`config.mk`:
```
export PLATFORM = sky130hd
export DESIGN_NAME = fetch_queue_flat
export DESIGN_NICKNAME = d
export VERILOG_FILES = /design/src/rtl/fetch_queue_if.sv /design/src/rtl/fetch_queue.sv /design/src/flat_wrapper.sv
export SDC_FILE = /design/constraint.sdc
export NUM_CORES = 1
export LEC_CHECK = 0
export CELL_PAD_IN_SITES_DETAIL_PLACEMENT = 1
export CELL_PAD_IN_SITES_GLOBAL_PLACEMENT = 1
export CORE_ASPECT_RATIO = 1.1
export CORE_MARGIN = 4
export CORE_UTILIZATION = 47
export DETAILED_ROUTE_END_ITERATION = 10
export HOLD_SLACK_MARGIN = 0.08
export PLACE_DENSITY = 0.89
export SETUP_SLACK_MARGIN = 0.02
export SLEW_MARGIN = 20
export SYNTH_ARGS = -nofsm -noshare
export SYNTH_HDL_FRONTEND = slang
export SYNTH_SLANG_ARGS = --single-unit
```
`constraint.sdc`:
```
create_clock -name clock -period 5.7 [get_ports clock]
set_clock_uncertainty 0.15 [all_clocks]
set_input_delay 0.855 -clock clock [delete_from_list [all_inputs] [get_ports clock]]
set_output_delay 0.855 -clock clock [all_outputs]
set_load 0.1 [all_outputs]
```
`src/rtl/fetch_queue_if.sv`:
```
// Signal bundle between the fetch front end, instruction memory, DECODE and EXECUTE.
interface fetch_queue_if;
  logic        stall;
  logic        do_branch;
  logic [31:0] pc_effective;
  logic        imem_req_valid;
  logic        imem_req_ready;
  logic [31:0] imem_addr;
  logic        rw;
  logic [1:0]  access_size;
  logic        imem_rsp_valid;
  logic [31:0] imem_rsp_data;
  logic        out_valid;
  logic [31:0] pc_out;
  logic [31:0] instr_out;

  modport master (
    input  stall, do_branch, pc_effective, imem_req_ready, imem_rsp_valid, imem_rsp_data,
    output imem_req_valid, imem_addr, rw, access_size, out_valid, pc_out, instr_out
  );

  modport slave (
    output stall, do_branch, pc_effective, imem_req_ready, imem_rsp_valid, imem_rsp_data,
    input  imem_req_valid, imem_addr, rw, access_size, out_valid, pc_out, instr_out
  );
endinterface

```
`src/rtl/fetch_queue.sv`:
```
// Instruction-fetch front end: sequential PC issue with bounded in-order reads,
// a DEPTH-entry instruction queue toward DECODE, and branch flush with stale-response drop.
module fetch_queue #(
  parameter logic [31:0] BASE_ADDR       = 32'h8002_0000,
  parameter int unsigned DEPTH           = 4,
  parameter int unsigned MAX_OUTSTANDING = 2
) (
  input logic           clock,
  input logic           reset,
  fetch_queue_if.master bus
);
  localparam int unsigned QW = (DEPTH > 1) ? $clog2(DEPTH) : 1;
  localparam int unsigned CW = $clog2(DEPTH + 1);
  localparam int unsigned OW = $clog2(MAX_OUTSTANDING + 1);
  localparam int unsigned IW = (MAX_OUTSTANDING > 1) ? $clog2(MAX_OUTSTANDING) : 1;

  logic [31:0]   pc_q, pc_d;
  logic [31:0]   qpc_q  [DEPTH];
  logic [31:0]   qins_q [DEPTH];
  logic [QW-1:0] head_q, head_d, tail_q, tail_d;
  logic [CW-1:0] count_q, count_d;
  logic [31:0]   ifpc_q [MAX_OUTSTANDING];
  logic [IW-1:0] ifrd_q, ifrd_d, ifwr_q, ifwr_d;
  logic [OW-1:0] outst_q, outst_d, drop_q, drop_d;
  logic [31:0]   hpc_q, hpc_d, hins_q, hins_d;
  logic [31:0]   level, target, rsp_pc;
  logic          req_valid, fire, rsp, push, pop, out_valid;

  function automatic logic [IW-1:0] if_next(input logic [IW-1:0] p);
    return (32'(p) == MAX_OUTSTANDING - 1) ? '0 : p + IW'(1);
  endfunction

  always_comb begin
    level     = 32'(count_q) + 32'(outst_q);
    target    = bus.pc_effective & ~32'd3;
    rsp       = bus.imem_rsp_valid;
    rsp_pc    = ifpc_q[ifrd_q];
    req_valid = !reset && !bus.do_branch && (level < DEPTH) && (32'(outst_q) < MAX_OUTSTANDING);
    fire      = req_valid && bus.imem_req_ready;
    out_valid = (count_q != '0) && !bus.do_branch;
    pop       = out_valid && !bus.stall;
    push      = rsp && (drop_q == '0) && !bus.do_branch;

    pc_d    = pc_q;
    ifwr_d  = ifwr_q;
    ifrd_d  = rsp ? if_next(ifrd_q) : ifrd_q;
    outst_d = outst_q + OW'(fire) - OW'(rsp);
    drop_d  = drop_q;
    if (fire) begin
      pc_d   = pc_q + 32'd4;
      ifwr_d = if_next(ifwr_q);
    end
    if (bus.do_branch) begin
      pc_d   = target;
      // Stale reads remain counted in outstanding, so every read still in flight
      // after this edge is stale; earlier drops are already part of that count.
      drop_d = outst_q - OW'(rsp);
    end else if (rsp && (drop_q != '0)) begin
      drop_d = drop_q - OW'(1);
    end

    head_d  = head_q;
    tail_d  = tail_q;
    count_d = count_q;
    if (bus.do_branch) begin
      head_d  = '0;
      tail_d  = '0;
      count_d = '0;
    end else begin
      if (pop)  head_d = head_q + QW'(1);
      if (push) tail_d = tail_q + QW'(1);
      count_d = count_q + CW'(push) - CW'(pop);
    end

    // Head is mirrored in registers so outputs hold their last value when the queue empties.
    hpc_d  = hpc_q;
    hins_d = hins_q;
    if (count_d != '0) begin
      if (push && (tail_q == head_d)) begin
        hpc_d  = rsp_pc;
        hins_d = bus.imem_rsp_data;
      end else begin
        hpc_d  = qpc_q[head_d];
        hins_d = qins_q[head_d];
      end
    end
  end

  always_ff @(posedge clock) begin
    if (reset) begin
      pc_q    <= BASE_ADDR;
      head_q  <= '0;
      tail_q  <= '0;
      count_q <= '0;
      ifrd_q  <= '0;
      ifwr_q  <= '0;
      outst_q <= '0;
      drop_q  <= '0;
      hpc_q   <= '0;
      hins_q  <= '0;
    end else begin
      pc_q    <= pc_d;
      head_q  <= head_d;
      tail_q  <= tail_d;
      count_q <= count_d;
      ifrd_q  <= ifrd_d;
      ifwr_q  <= ifwr_d;
      outst_q <= outst_d;
      drop_q  <= drop_d;
      hpc_q   <= hpc_d;
      hins_q  <= hins_d;
    end
  end

  always_ff @(posedge clock) begin
    if (push) begin
      qpc_q[tail_q]  <= rsp_pc;
      qins_q[tail_q] <= bus.imem_rsp_data;
    end
    if (fire) ifpc_q[ifwr_q] <= pc_q;
  end

  assign bus.imem_req_valid = req_valid;
  assign bus.imem_addr      = pc_q;
  assign bus.rw             = 1'b1;
  assign bus.access_size    = 2'b00;
  assign bus.out_valid      = out_valid;
  assign bus.pc_out         = hpc_q;
  assign bus.instr_out      = hins_q;
endmodule

```
`src/flat_wrapper.sv`:
```
// flat-port wrapper written by rule: the top's interface ports become plain ports
module fetch_queue_flat 
#(
  parameter logic [31:0] BASE_ADDR       = 32'h8002_0000,
  parameter int unsigned DEPTH           = 4,
  parameter int unsigned MAX_OUTSTANDING = 2
)
  (clock, reset, bus_stall, bus_do_branch, bus_pc_effective, bus_imem_req_ready, bus_imem_rsp_valid, bus_imem_rsp_data, bus_imem_req_valid, bus_imem_addr, bus_rw, bus_access_size, bus_out_valid, bus_pc_out, bus_instr_out);
  fetch_queue_if bus_i ();
  input logic clock;
  input logic reset;
  input wire logic [$bits(bus_i.stall)-1:0] bus_stall;
  input wire logic [$bits(bus_i.do_branch)-1:0] bus_do_branch;
  input wire logic [$bits(bus_i.pc_effective)-1:0] bus_pc_effective;
  input wire logic [$bits(bus_i.imem_req_ready)-1:0] bus_imem_req_ready;
  input wire logic [$bits(bus_i.imem_rsp_valid)-1:0] bus_imem_rsp_valid;
  input wire logic [$bits(bus_i.imem_rsp_data)-1:0] bus_imem_rsp_data;
  output wire logic [$bits(bus_i.imem_req_valid)-1:0] bus_imem_req_valid;
  output wire logic [$bits(bus_i.imem_addr)-1:0] bus_imem_addr;
  output wire logic [$bits(bus_i.rw)-1:0] bus_rw;
  output wire logic [$bits(bus_i.access_size)-1:0] bus_access_size;
  output wire logic [$bits(bus_i.out_valid)-1:0] bus_out_valid;
  output wire logic [$bits(bus_i.pc_out)-1:0] bus_pc_out;
  output wire logic [$bits(bus_i.instr_out)-1:0] bus_instr_out;
  assign bus_i.stall = bus_stall;
  assign bus_i.do_branch = bus_do_branch;
  assign bus_i.pc_effective = bus_pc_effective;
  assign bus_i.imem_req_ready = bus_imem_req_ready;
  assign bus_i.imem_rsp_valid = bus_imem_rsp_valid;
  assign bus_i.imem_rsp_data = bus_imem_rsp_data;
  assign bus_imem_req_valid = bus_i.imem_req_valid;
  assign bus_imem_addr = bus_i.imem_addr;
  assign bus_rw = bus_i.rw;
  assign bus_access_size = bus_i.access_size;
  assign bus_out_valid = bus_i.out_valid;
  assign bus_pc_out = bus_i.pc_out;
  assign bus_instr_out = bus_i.instr_out;
  fetch_queue #(.BASE_ADDR(BASE_ADDR), .DEPTH(DEPTH), .MAX_OUTSTANDING(MAX_OUTSTANDING)) u_core (.clock(clock), .reset(reset), .bus(bus_i));
endmodule
```
==> results.json <==
{
  "place_area_mm2": 0.01874,
  "cts_htree_levels": 2,
  "row_count": 72,
  "grt_pass1_wl_mm": 68.23,
  "cts.sinks": 414,
  "hold_class": "reg -> reg",
  "ys_types": 55,
  "drtIter0Drc": 738,
  "gp_congestion": 0.8082,
  "antenna_found_initial": 3,
  "setup_viol": 0,
  "syn_inst": 1169,
  "first_pass_iters": 5,
  "async_flop_share_pct": 0,
  "vdd_drop_max_v": 0.0002060,
  "grt_max_degree": 67,
  "powerDensity_mw_per_mm2": 368.6,
  "synth_largest_area_cell": "edfxtp_1",
  "highest_layer": "met5",
  "synth_ff_type": "edfxtp_1",
  "min_period_ns": 3.975,
  "yosysWarnings": 0,
  "crit_type": "in -> out",
  "p_leak_nw": 6.797,
  "grt_pass1_vias": 11771,
  "fin_total_pwr_mw": 7.400,
  "clock-root-buffer": "clkbuf_16",
  "cts_resized": 0,
  "dpl.hpwl_mm": 26.76,
  "hold_viol_final": 0,
  "slew_violations": 0,
  "relSlewSlack_pct": 26.76,
  "detail-route-antenna-nets": 0,
  "drive_gt1_share_pct": 16.14,
  "outcome": "completed",
  "grt-ovfl-total": 0,
  "routed-wl-met2_mm": 23.02,
  "worstMarginPinSlew_ns": 1.099,
  "maxCapViolations": 0,
  "die_h_um": 205.5,
  "start_kind": "input pin",
  "wl_mm": 44.81,
  "crit_path_end_kind": "primary output",
  "final_util_pct": 57.14,
  "hold_ws_ns": 0.3483,
  "vias": 10775,
  "synth_top_area_share_pct": 55.49,
  "pin_count": 171,
  "cts_buffer_depth": 3,
  "cts_hold_buf": 0,
  "synth_edf_count": 308,
  "route.detailed.drc": 0,
  "layout.nets": 1400,
  "path_max_fanout": 41,
  "rsz0062_at_grt": "false",
  "syn_area_per_cell_um2": 14.26,
  "required_ns": 4.70,
  "design.core.area_mm2": 0.03513,
  "clkSlewWorstSetupHoldPaths_ns": 0.06,
  "synth_most_common_cell": "edfxtp_1",
  "dr_wl_met3_mm": 2.587,
  "die_x_um": 187.6,
  "vias_per_cell": 5.999,
  "netlist_top_cells_count": "edfxtp_1, nor2_1, mux2_2, dfxtp_1, mux2i_1",
  "fmax_mhz": 251.6,
  "port_buffers": 161,
  "wire_per_inst_um": 24.95,
  "area_growth_pct": 20.46,
  "numCtsBuffers": 41,
  "yosysSeqAreaShare_pct": 68.22,
  "cts_tree": "yes",
  "synth-seq-cells": 414,
  "die_area_mm2": 0.03854,
  "synthTopCellsByArea": "edfxtp_1, dfxtp_1, mux2_2, mux2i_1, nor2_1",
  "wl_met1_mm": 17.90,
  "postCtsSetupBuffers": 0,
  "final_area_mm2": 0.02008,
  "worstPathArrival_ns": 2.97,
  "finalCritPeriodShare_pct": 69.74,
  "start_util_pct": 47.44,
  "track_usage_pct": 22.64,
  "tns_ns": 0,
  "synth_area_mm2": 0.01667,
  "clk_latency_ns": 0.56
}
state kept, by name, summed over array words and instances, names as in the netlist, named ones only:
register,count
u_core.outst_q,2
u_core.count_q,3
u_core.bus.imem_addr,30
u_core.ifpc_q,60
u_core.ifrd_q,1
u_core.bus.instr_out,32
u_core.drop_q,2
u_core.head_q,2
u_core.ifwr_q,1
u_core.qins_q,128
u_core.qpc_q,120
u_core.bus.pc_out,30
u_core.tail_q,2
stage by stage:
| step | std cells | setup WS (ns) |
|---|---|---|
| detailed placement | 1719 | 1.341 |
| global route | 1796 | 1.668 |
| CTS | 1795 | 1.755 |
| floorplan | 1174 | 1.248 |
| global placement | 1719 | 1.564 |
| finish | 1796 | 1.725 |
worst paths after layout:
path	from	end	slack (ns)	depth (start not counted)
hold / removal	u_core.bus.instr_out[18]$_SDFFE_PP0P_	u_core.bus.instr_out[18]$_SDFFE_PP0P_	0.35	2
hold reg to reg	u_core.bus.instr_out[18]$_SDFFE_PP0P_	u_core.bus.instr_out[18]$_SDFFE_PP0P_	0.35	2
setup reg to reg	u_core.count_q[0]$_SDFF_PP0_	u_core.bus.pc_out[13]$_SDFFE_PP0P_	2.05	12
setup / recovery	reset	bus_imem_req_valid	1.73	4
layout by cell type, fill, tap and decap left out, types with 7 or more instances in the layout:
master,instances
a21oi_1,47
nand4_1,11
xor2_1,7
nor2_1,127
nand2_1,32
conb_1,7
ha_1,11
inv_1,16
clkbuf_1,10
dfxtp_1,106
xnor2_1,9
mux2_2,121
a211oi_1,35
nand3_1,16
clkinv_1,9
nor3_1,15
buf_4,21
o31ai_1,32
clkdlybuf4s50_1,159
clkbuf_16,41
edfxtp_1,308
o21ai_0,13
a222oi_1,28
nor4_1,10
mux2i_1,72
layout make-up:
cell class,instances,area (um^2)
Inverter,17,63.81
Tap cell,444,555.5
Clock inverter,22,229.0
Timing Repair Buffer,181,1754
Multi-Input combinational cell,663,4996
Sequential cell,414,11370
Clock buffer,54,1105
Fill cell,3365,15060
Antenna cell,1,2.502
logic make-up after synthesis:
family / after synthesis / synth area share [%]
flip-flops: 414 / 68.22
AND/OR/NAND/NOR: 249 / 6.824
multiplexers: 193 / 12.50
AO/OA/AOI/OAI: 185 / 8.010
buffers and inverters: 97 / 2.477
XOR/XNOR: 17 / 0.9759
adder cells (fa/ha/maj): 12 / 0.9459
other: 2 / 0.04506
routing by layer:
metal / vias up / GRT usage, %
li1: 4778 / -
met1: 5510 / 27.31
met2: 380 / 40.78
met3: 103 / 4.683
met4: 4 / 7.525
met5: - / 0
worst max-delay path, stage by stage:
cell,delay [ns]
buf_4,0.27
nor2_1,0.37
and3_1,0.27
clkdlybuf4s50_1,1.16
report_power, final:
group	total, mW	internal (mW)	switching [mW]
sequential	3.46	3.37	0.0867
clock	2.70	1.55	1.15
combinational	1.24	0.331	0.911
total	7.40	5.26	2.14
No activity file was read; power rests on OpenSTA's default activity.
